## src/rtl/carrier_freq_meter_if.sv

```systemverilog
// ---------------------------------------------------------------------------
// carrier_freq_meter_if
//   Bundles the carrier bus from carrier_nco together with the measurement
//   control and result signals of carrier_freq_meter.
//
//   Carrier : i_sign, i_mag, q_sign, q_mag (sign 0 = positive)
//   Control : start (one-cycle request), gate_len (samples to count)
//   Status  : busy, done (one-cycle result-valid pulse)
//   Results : phase_steps (signed quarter-cycle steps), skip_count
//             (saturating two-quadrant jumps), mag_count (i_mag=1 samples)
//
//   master : the side that drives the carrier and the control signals
//   slave  : the meter itself
// ---------------------------------------------------------------------------
interface carrier_freq_meter_if #(
   parameter int GATE_W = 24,
   parameter int STEP_W = 26,
   parameter int SKIP_W = 16
);
   logic              i_sign;
   logic              i_mag;
   logic              q_sign;
   logic              q_mag;
   logic              start;
   logic [GATE_W-1:0] gate_len;
   logic              busy;
   logic              done;
   logic [STEP_W-1:0] phase_steps;
   logic [SKIP_W-1:0] skip_count;
   logic [GATE_W-1:0] mag_count;

   modport master (
      output i_sign, i_mag, q_sign, q_mag, start, gate_len,
      input  busy, done, phase_steps, skip_count, mag_count
   );

   modport slave (
      input  i_sign, i_mag, q_sign, q_mag, start, gate_len,
      output busy, done, phase_steps, skip_count, mag_count
   );
endinterface

```

## src/rtl/carrier_freq_meter.sv

```systemverilog
// ---------------------------------------------------------------------------
// carrier_freq_meter
//   Gated frequency / phase-integrity meter for the 2-bit sign/magnitude I/Q
//   carrier. Over gate_len samples it accumulates signed quarter-cycle phase
//   steps, two-quadrant skips and samples with i_mag=1.
//
//   clk  : system clock (carrier is synchronous to it)
//   rstn : asynchronous active-low reset, aborts any measurement
//   bus  : carrier_freq_meter_if slave modport (carrier in, start/gate_len
//          in, busy/done/phase_steps/skip_count/mag_count out)
//
//   Timeline for start sampled at cycle S with gate_len N:
//     S+1        ARM   : reference quadrant captured (not counted)
//     S+2..S+1+N COUNT : one sample counted per cycle
//     S+2+N      DONE  : results updated, done pulses
// ---------------------------------------------------------------------------
module carrier_freq_meter #(
   parameter int GATE_W = 24,
   parameter int STEP_W = 26,
   parameter int SKIP_W = 16
) (
   input  logic                 clk,
   input  logic                 rstn,
   carrier_freq_meter_if.slave  bus
);

   localparam logic [1:0] ST_IDLE  = 2'd0;
   localparam logic [1:0] ST_ARM   = 2'd1;
   localparam logic [1:0] ST_COUNT = 2'd2;
   localparam logic [1:0] ST_DONE  = 2'd3;

   logic [1:0]        state_q,      state_d;
   logic [GATE_W-1:0] remaining_q,  remaining_d;
   logic [1:0]        prev_quad_q,  prev_quad_d;
   logic [STEP_W-1:0] acc_steps_q,  acc_steps_d;
   logic [SKIP_W-1:0] acc_skip_q,   acc_skip_d;
   logic [GATE_W-1:0] acc_mag_q,    acc_mag_d;
   logic [STEP_W-1:0] res_steps_q,  res_steps_d;
   logic [SKIP_W-1:0] res_skip_q,   res_skip_d;
   logic [GATE_W-1:0] res_mag_q,    res_mag_d;

   logic [1:0]        cur_quad;
   logic [1:0]        quad_delta;
   logic [STEP_W-1:0] steps_upd;
   logic [SKIP_W-1:0] skip_upd;
   logic [GATE_W-1:0] mag_upd;

   // q_mag carries no information the meter uses.
   logic unused_q_mag;
   assign unused_q_mag = bus.q_mag;

   // Quadrant order 0:(+,+) 1:(-,+) 2:(-,-) 3:(+,-) as (I,Q) signs.
   // Bit 1 is the Q sign, bit 0 is set when the two signs differ.
   assign cur_quad   = {bus.q_sign, bus.i_sign ^ bus.q_sign};
   assign quad_delta = cur_quad - prev_quad_q;   // modulo-4 by width

   // Accumulator values after counting the current sample.
   always_comb begin
      steps_upd = acc_steps_q;
      skip_upd  = acc_skip_q;
      case (quad_delta)
         2'd1:    steps_upd = acc_steps_q + STEP_W'(1);
         2'd3:    steps_upd = acc_steps_q - STEP_W'(1);
         2'd2:    if (acc_skip_q != {SKIP_W{1'b1}}) skip_upd = acc_skip_q + SKIP_W'(1);
         default: ;
      endcase
      mag_upd = acc_mag_q + GATE_W'(bus.i_mag);
   end

   always_comb begin
      state_d     = state_q;
      remaining_d = remaining_q;
      prev_quad_d = prev_quad_q;
      acc_steps_d = acc_steps_q;
      acc_skip_d  = acc_skip_q;
      acc_mag_d   = acc_mag_q;
      res_steps_d = res_steps_q;
      res_skip_d  = res_skip_q;
      res_mag_d   = res_mag_q;
      case (state_q)
         ST_IDLE: begin
            if (bus.start) begin
               state_d     = ST_ARM;
               remaining_d = bus.gate_len;
               acc_steps_d = '0;
               acc_skip_d  = '0;
               acc_mag_d   = '0;
            end
         end
         ST_ARM: begin
            prev_quad_d = cur_quad;
            if (remaining_q == '0) begin
               // Empty gate: publish the freshly cleared accumulators.
               state_d     = ST_DONE;
               res_steps_d = acc_steps_q;
               res_skip_d  = acc_skip_q;
               res_mag_d   = acc_mag_q;
            end else begin
               state_d = ST_COUNT;
            end
         end
         ST_COUNT: begin
            prev_quad_d = cur_quad;
            acc_steps_d = steps_upd;
            acc_skip_d  = skip_upd;
            acc_mag_d   = mag_upd;
            remaining_d = remaining_q - GATE_W'(1);
            if (remaining_q == GATE_W'(1)) begin
               // Last sample: results include it.
               state_d     = ST_DONE;
               res_steps_d = steps_upd;
               res_skip_d  = skip_upd;
               res_mag_d   = mag_upd;
            end
         end
         ST_DONE: begin
            state_d = ST_IDLE;
         end
         default: begin
            state_d = ST_IDLE;
         end
      endcase
   end

   always_ff @(posedge clk or negedge rstn) begin
      if (!rstn) begin
         state_q     <= ST_IDLE;
         remaining_q <= '0;
         prev_quad_q <= '0;
         acc_steps_q <= '0;
         acc_skip_q  <= '0;
         acc_mag_q   <= '0;
         res_steps_q <= '0;
         res_skip_q  <= '0;
         res_mag_q   <= '0;
      end else begin
         state_q     <= state_d;
         remaining_q <= remaining_d;
         prev_quad_q <= prev_quad_d;
         acc_steps_q <= acc_steps_d;
         acc_skip_q  <= acc_skip_d;
         acc_mag_q   <= acc_mag_d;
         res_steps_q <= res_steps_d;
         res_skip_q  <= res_skip_d;
         res_mag_q   <= res_mag_d;
      end
   end

   assign bus.busy        = (state_q != ST_IDLE);
   assign bus.done        = (state_q == ST_DONE);
   assign bus.phase_steps = res_steps_q;
   assign bus.skip_count  = res_skip_q;
   assign bus.mag_count   = res_mag_q;

endmodule

```

## src/flat_wrapper.sv

```systemverilog
// flat-port wrapper written by rule: the top's interface ports become plain ports
module carrier_freq_meter_flat 
#(
   parameter int GATE_W = 24,
   parameter int STEP_W = 26,
   parameter int SKIP_W = 16
)
  (clk, rstn, bus_i_sign, bus_i_mag, bus_q_sign, bus_q_mag, bus_start, bus_gate_len, bus_busy, bus_done, bus_phase_steps, bus_skip_count, bus_mag_count);
  carrier_freq_meter_if #(.GATE_W(GATE_W), .STEP_W(STEP_W), .SKIP_W(SKIP_W)) bus_i ();
  input  logic clk;
  input  logic rstn;
  input wire logic [$bits(bus_i.i_sign)-1:0] bus_i_sign;
  input wire logic [$bits(bus_i.i_mag)-1:0] bus_i_mag;
  input wire logic [$bits(bus_i.q_sign)-1:0] bus_q_sign;
  input wire logic [$bits(bus_i.q_mag)-1:0] bus_q_mag;
  input wire logic [$bits(bus_i.start)-1:0] bus_start;
  input wire logic [$bits(bus_i.gate_len)-1:0] bus_gate_len;
  output wire logic [$bits(bus_i.busy)-1:0] bus_busy;
  output wire logic [$bits(bus_i.done)-1:0] bus_done;
  output wire logic [$bits(bus_i.phase_steps)-1:0] bus_phase_steps;
  output wire logic [$bits(bus_i.skip_count)-1:0] bus_skip_count;
  output wire logic [$bits(bus_i.mag_count)-1:0] bus_mag_count;
  assign bus_i.i_sign = bus_i_sign;
  assign bus_i.i_mag = bus_i_mag;
  assign bus_i.q_sign = bus_q_sign;
  assign bus_i.q_mag = bus_q_mag;
  assign bus_i.start = bus_start;
  assign bus_i.gate_len = bus_gate_len;
  assign bus_busy = bus_i.busy;
  assign bus_done = bus_i.done;
  assign bus_phase_steps = bus_i.phase_steps;
  assign bus_skip_count = bus_i.skip_count;
  assign bus_mag_count = bus_i.mag_count;
  carrier_freq_meter #(.GATE_W(GATE_W), .STEP_W(STEP_W), .SKIP_W(SKIP_W)) u_core (.clk(clk), .rstn(rstn), .bus(bus_i));
endmodule
```

## config.mk

```make
export PLATFORM = sky130hd
export DESIGN_NAME = carrier_freq_meter_flat
export DESIGN_NICKNAME = d
export VERILOG_FILES = /design/src/rtl/carrier_freq_meter_if.sv /design/src/rtl/carrier_freq_meter.sv /design/src/flat_wrapper.sv
export SDC_FILE = /design/constraint.sdc
export NUM_CORES = 1
export LEC_CHECK = 0
export ABC_AREA = 1
export ABC_CLOCK_PERIOD_IN_PS = 3050
export CELL_PAD_IN_SITES_DETAIL_PLACEMENT = 1
export CELL_PAD_IN_SITES_GLOBAL_PLACEMENT = 2
export CORE_AREA = 2 2 181 183
export CTS_CLUSTER_DIAMETER = 40
export DETAILED_ROUTE_END_ITERATION = 6
export DIE_AREA = 0 0 183 185
export GPL_TIMING_DRIVEN = 0
export PLACE_DENSITY_LB_ADDON = 0.3
export REMOVE_ABC_BUFFERS = 1
export SETUP_SLACK_MARGIN = 0.2
export SYNTH_ARGS = -nofsm -noshare
export SYNTH_HDL_FRONTEND = slang
export SYNTH_SLANG_ARGS = --single-unit
```

## constraint.sdc

```tcl
create_clock -name clk -period 3.05 [get_ports clk]
set_clock_uncertainty 0.2 [all_clocks]
set_input_delay 0.61 -clock clk [delete_from_list [all_inputs] [get_ports clk]]
set_output_delay 0.61 -clock clk [all_outputs]
set_load 0.03 [all_outputs]
```

# After elaboration in Yosys (flattened, before gate mapping)

Cells that the tools add are included.

Register bits after elaboration: 160
Input port bits: 31
Logic and storage cells: 60

Add/subtract/negate cells: 6
Equal/unequal tests: 11
Muxes and demuxes: 24
Bitwise logic cells: 1
Reduce and logical (&&, ||, !) cells: 9

Operators by type and width:

| cell                                                                     | count |
|---|---|
| 26-bit case mux with 2 select lines                                      | 3 |
| 24-bit case mux with 2 select lines                                      | 3 |
| 24-bit two-way mux                                                       | 4 |
| 16-bit two-way mux                                                       | 5 |
| 26-bit two-way mux                                                       | 3 |
| 16-bit case mux with 2 select lines                                      | 2 |
| 26-bit by 1-bit adder with 26-bit output (second input constant)         | 1 |
| 26-bit by 1-bit subtractor with 26-bit output (second input constant)    | 1 |
| 24-bit by 1-bit adder with 24-bit output                                 | 1 |
| 24-bit by 1-bit == test with 1-bit output (second input constant)        | 1 |
| 24-bit zero test                                                         | 1 |
| 24-bit by 1-bit subtractor with 24-bit output (second input constant)    | 1 |
| 16-bit by 1-bit adder with 16-bit output (second input constant)         | 1 |
| 16-bit inequality test (second input constant)                           | 1 |
| 2-bit == test (second input constant)                                    | 4 |
| 2-bit case mux with 4 select lines                                       | 1 |
| 2-bit nonzero test                                                       | 3 |
| 2-bit by 1-bit == test with 1-bit output (second input constant)         | 2 |
| 2-bit two-way mux                                                        | 2 |
| 2-bit by 1-bit inequality test with 1-bit output (second input constant) | 2 |
| 2-bit AND reduction                                                      | 2 |
| 3-bit AND reduction                                                      | 1 |
| 2-bit zero test                                                          | 1 |
| 2-bit inequality test (second input constant)                            | 1 |
| 4 further kinds                                                          | 4 |

# Logic depth before layout (Yosys ltp)

Word-level depth: 6
Mapped depth: 21

# Worst setup path before layout

No wires, ideal clock.

Path type: input -> register
From: in bus_q_sign
To: reg u_core.acc_steps_q[25]
Arrival: 2.675 ns
Data required time: 2.723 ns
Setup slack: 0.048 ns
Cell stages on the path: 17
Path buffers: 1
Path through: xnor2_1 ha_1 inv_1 nand3_4 inv_2 buf_2 ha_1 nand3_1 inv_1 nand2_1 nor2_2 a21oi_1 nand2_1 nand2_1 nand3_2 nand2_2 o21ai_2

Cells in the longest elaborated chain, start to end: 5
Elaborated cells on any way between the ends: 6
Classes of those cells: 1 x add/sub; 2 x eq/ne; 2 x mux; 1 x bitwise

Ends and longest elaborated chain:

| item                                                                      | line                      | source |
|---|---|---|
| start, declared                                                           | flat_wrapper.sv:14        | `input wire logic [$bits(bus_i.q_sign)-1:0] bus_q_sign;` |
| 1-bit bitwise XOR                                                         | carrier_freq_meter.sv:54  | `assign cur_quad = {bus.q_sign, bus.i_sign ^ bus.q_sign};` |
| 2-bit subtractor (*)                                                      | carrier_freq_meter.sv:55  | `assign quad_delta = cur_quad - prev_quad_q;` |
| 2-bit == test or 2-bit by 1-bit == test with 1-bit output (tied branches) | carrier_freq_meter.sv:61  | `case (quad_delta)` |
| 26-bit case mux with 2 select lines (*)                                   | carrier_freq_meter.sv:61  |  |
| 26-bit case mux with 2 select lines (*)                                   | carrier_freq_meter.sv:80  | `case (state_q)` |
| end signal, assigned                                                      | carrier_freq_meter.sv:140 | `acc_steps_q <= acc_steps_d;` |
| end, declared                                                             | carrier_freq_meter.sv:35  | `logic [STEP_W-1:0] acc_steps_q, acc_steps_d;` |

Every way passes the cells marked *; elsewhere a longest branch is shown, timed or not.
A chain may end at the register's enable or synchronous reset.

# Worst setup path in the final report

From: in bus_q_sign
To: reg u_core.res_steps_q[23], in the netlist u_core.bus.phase_steps[23]

Cells in the longest elaborated chain, start to end: 6
Elaborated cells on any way between the ends: 7
Classes of those cells: 1 x add/sub; 2 x eq/ne; 3 x mux; 1 x bitwise

Ends and longest elaborated chain:

| item                                                                      | line                      | source |
|---|---|---|
| 1-bit bitwise XOR                                                         | carrier_freq_meter.sv:54  |  |
| 2-bit subtractor (*)                                                      | carrier_freq_meter.sv:55  |  |
| 2-bit == test or 2-bit by 1-bit == test with 1-bit output (tied branches) | carrier_freq_meter.sv:61  |  |
| 26-bit case mux with 2 select lines (*)                                   | carrier_freq_meter.sv:61  |  |
| 26-bit two-way mux (*)                                                    | carrier_freq_meter.sv:108 | `if (remaining_q == GATE_W'(1)) begin` |
| 26-bit case mux with 2 select lines (*)                                   | carrier_freq_meter.sv:80  |  |
| end signal, assigned                                                      | carrier_freq_meter.sv:143 | `res_steps_q <= res_steps_d;` |
| end, declared                                                             | carrier_freq_meter.sv:38  | `logic [STEP_W-1:0] res_steps_q, res_steps_d;` |

Every way passes the cells marked *; elsewhere a longest branch is shown, timed or not. The select of a mux whose other input is x is not followed.

==> impl_metrics.ini <==
[global_route]
grt_pass1_wl_mm = 60.8
grt_max_degree = 112
grt-ovfl-total = 0
grt_util_all_layers_pct = 23.0
grt_pass1_vias = 10900
antenna_found_initial = 0

[min_path]
whs_endpoint = u_core.bus.mag_count[8]
worstHoldPathCells = 2
min_path_type = reg -> reg
hp-start = u_core.bus.mag_count[8]

[synth]
synthArstFlopShare_pct = 100
synth_compound_area_share_pct = 22.2
yosysTopAreaCell = dfrtp_1
synthTopCellsByArea = dfrtp_1, nand2_1, o21ai_0
ys.flop_type = dfrtp_1
yosysSeqAreaShare_pct = 38.7
synth_xor_area_share_pct = 1.68
ys_types = 54
synthSimpleGateAreaFrac_pct = 26.5
syn_area_um2 = 10300
ys_ff_latch = 160
synth_top_family_by_area = simple AND/OR/NAND/NOR gates
muxShareOfSynthArea_pct = 0
netlist_instances = 1431
yosysMostFrequentCell = nand2_1
yosysWarnings = 0
synthTopCellsByCount = nand2_1, dfrtp_1, inv_1, o21ai_0, a21oi_1
synth_area_per_cell_um2 = 7.22
synth_top_area_share_pct = 38.7
synth_adder_area_share_pct = 1.57
synth_edf_count = 0

[finish]
final_area_um2 = 14000
final_cells = 1971
area_growth_pct = 35.4
num_antenna_cells = 0
drive_gt1_share_pct = 22.3
fillers = 3828
final_nets = 1594

[worst_setup_path]
timing.rr.end = u_core.bus.phase_steps[23]
required_ps = 3220
cp_common_cell = nand2_2
crit_type = in -> reg
critPathBufInv = 5
cp-start-kind = input pin
crit_cells = 21
slowest_stage = buf_12
rr_worst_depth = 18
rr_startpoint = u_core.prev_quad_q[0]
crit_fanout = 8
critical_path.top_delay_family = simple AND/OR/NAND/NOR gates
cp_cell_sequence = buf_12 -> xnor2_4 -> ha_4 -> clkinvlp_4 -> nand2_8 -> nand3_4 -> buf_12 -> nand2_2 -> nand2_4 -> nor2_4 -> nand2_2 -> inv_1 -> nand2_1 -> nand2_2 -> buf_4 -> nand2_2 -> nand2_1 -> nand2_1 -> nand3_2 -> nand2_2 -> a21boi_2
end_kind = flip-flop
arrival_ps = 2980
crit_path_max_incr_delay_ps = 230
rrSetupSlack_ps = 250

[timing]
worst_slew_pin_slew_ps = 808
finalHoldViolCount = 0
setup_viol_count_final = 0
period_share_pct = 92.0
period_needed_ps = 2810
fmax_mhz = 356
relSlewSlack_pct = 45.4
drv_slew = 0
rsz0062_at_grt = yes

[job]
drv_cap = 0

[route]
drt_pass1_iterations = 5
vias = 10500
wl_per_cell_um = 19.8
antenna_left = 0
drtIter0Drc = 528
via_per_inst = 5.32
wirelength_mm = 39.0
drc = 0

[pwr]
pwr-share-comb_pct = 65.4
pwr-share-clk_pct = 13.6
p_per_area_nw_per_um2 = 1280
p_leak_nw = 5.99
power.switching_mw = 9.20
max-vdd-ir-drop_mv = 0.557
p_seq_share_pct = 21.0
swShare_pct = 51.3
p_int_mw = 8.72

[placement]
port_buffers = 97
dp_cells = 1850
place_congestion = 0.809
hpwl_mm = 21.2
place_area_um2 = 11600

[floorplan]
core.rowCount = 66
pin_count = 99
die_y_um = 185
die-area_um2 = 33900
core-area_um2 = 32000
die_w_um = 183
start_util_pct = 32.3

[clock_tree]
cts_buffers = 17
clk_path_buf_depth = 2
clk_latency_ps = 450
cts_sinks = 160
cts_root_buf = clkbuf_16
htree_num_levels = 4
clkTransAtPathRegs_ps = 70
cts_tree = yes

[run_status]
outcome = finished clean
## power by group through the flow
stage	Clock, mW	Combinational [mW]	Sequential, mW
4_1_cts	2.50	10.6	3.75
3_5_place_dp	0	9.04	3.76
3_3_place_gp	0	8.24	3.77
6_report	2.44	11.7	3.76
2_1_floorplan	0	5.28	4.34
5_1_grt	2.58	12.8	3.88
## routing by layer
layer	share of wire, %	up-vias	track usage, %
li1	-	5057	-
met1	44	5208	28.8
met2	51	177	41.2
met3	2.9	48	2.91
met4	2.3	0	7.49
met5	0	-	0
## metrics by stage
step	hold slack (ps)	utilization [%]	power [mW]	worst slack (ps)	setup TNS, ps
floorplan	114	-	9.62	-4910	-496360
global placement	267	35.7	12.0	-12190	-2360050
detailed placement	274	36.2	12.8	-2170	-167340
CTS	277	41.2	16.9	227	0
global route	317	43.7	19.2	91.5	0
finish	287	43.7	17.9	243	0
## placed cells by master (no fill, tap or decap), drive strengths merged, types with 2 or more instances in the layout
cell type and n:
a21boi 18, a21oi 108, a22oi 2, a2bb2oi 30
a31oi 2, buf 83, bufinv 3, clkbuf 17
clkdlybuf4s50 92, clkinv 4, clkinvlp 7, dfrtp 160
dlygate4sd2 2, ha 13, inv 163, nand2 336
nand3 84, nand4 41, nor2 105, nor3 14
nor3b 2, nor4 6, o211ai 13, o21a 7
o21ai 164, o21bai 3, o221ai 3, o22a 7
o22ai 4, o41ai 19, or2 24, xnor2 2
xor2 17
## sequential cells by signal, indices dropped and copies added (netlist names)
name                    flops
u_core.bus.skip_count      16
u_core.bus.phase_steps     26
u_core.state_q              2
u_core.acc_steps_q         26
u_core.acc_mag_q           24
u_core.remaining_q         24
u_core.acc_skip_q          16
u_core.prev_quad_q          2
u_core.bus.mag_count       24
## cells by family (layout without fill, tap and decap cells)
| group | Yosys count | count (layout) |
|---|---|---|
| and+or+nand+nor | 607 | 614 |
| AOI/OAI and AO/OA | 385 | 385 |
| buffers and inverters | 247 | 372 |
| DFF | 160 | 160 |
| xor gates and xnor gates | 19 | 19 |
| adders and majority gates | 13 | 13 |
## worst register-to-register path, cell delays in order, from the launching register on
cell and delay [ps]:
dfrtp_2 430, ha_4 300, clkinvlp_4 150, buf_12 180, buf_4 160, nand4_1 150, nand2_4 100, nor2_4 120
nand2_2 70, inv_1 70, nand2_1 70, nand2_2 130, buf_4 130, nand2_2 60, nand2_1 70, nand2_1 60
nand3_2 60, nand2_2 80, a21boi_2 130
## worst max-delay path by stage
stage / from / end / slack [ps]
after floorplan: u_core.state_q[0] / u_core.remaining_q[8] / -4910
after global placement: u_core.state_q[0] / u_core.remaining_q[8] / -12190
after detailed placement: bus_q_sign / u_core.bus.phase_steps[24] / -2170
after CTS: u_core.remaining_q[0] / u_core.bus.phase_steps[25] / 230
after global routing: bus_q_sign / u_core.bus.phase_steps[23] / 90
final: bus_q_sign / u_core.bus.phase_steps[23] / 240
## repair_timing
action	CTS	global route
gates resized for setup	131	144
hold buffers	1	0
pin swaps	41	82
hold endpoints to repair	49	0
gates cloned	12	0
buffers inserted	41	35
setup endpoints to repair	157	110
## area by class of cell
class                   instances  area, µm²  area share [%]
multi-input cells            1031       6310            45.1
well taps                     408        510            3.65
repair inverters                5       40.0           0.286
repair buffers                178       1840            13.2
flip-flops and latches        160       4010            28.6
inverters                     157        654            4.67
clock buffers                  17        425            3.04
clock inverters                15        214            1.53
Note: power is estimated with default switching activity, not from simulation.
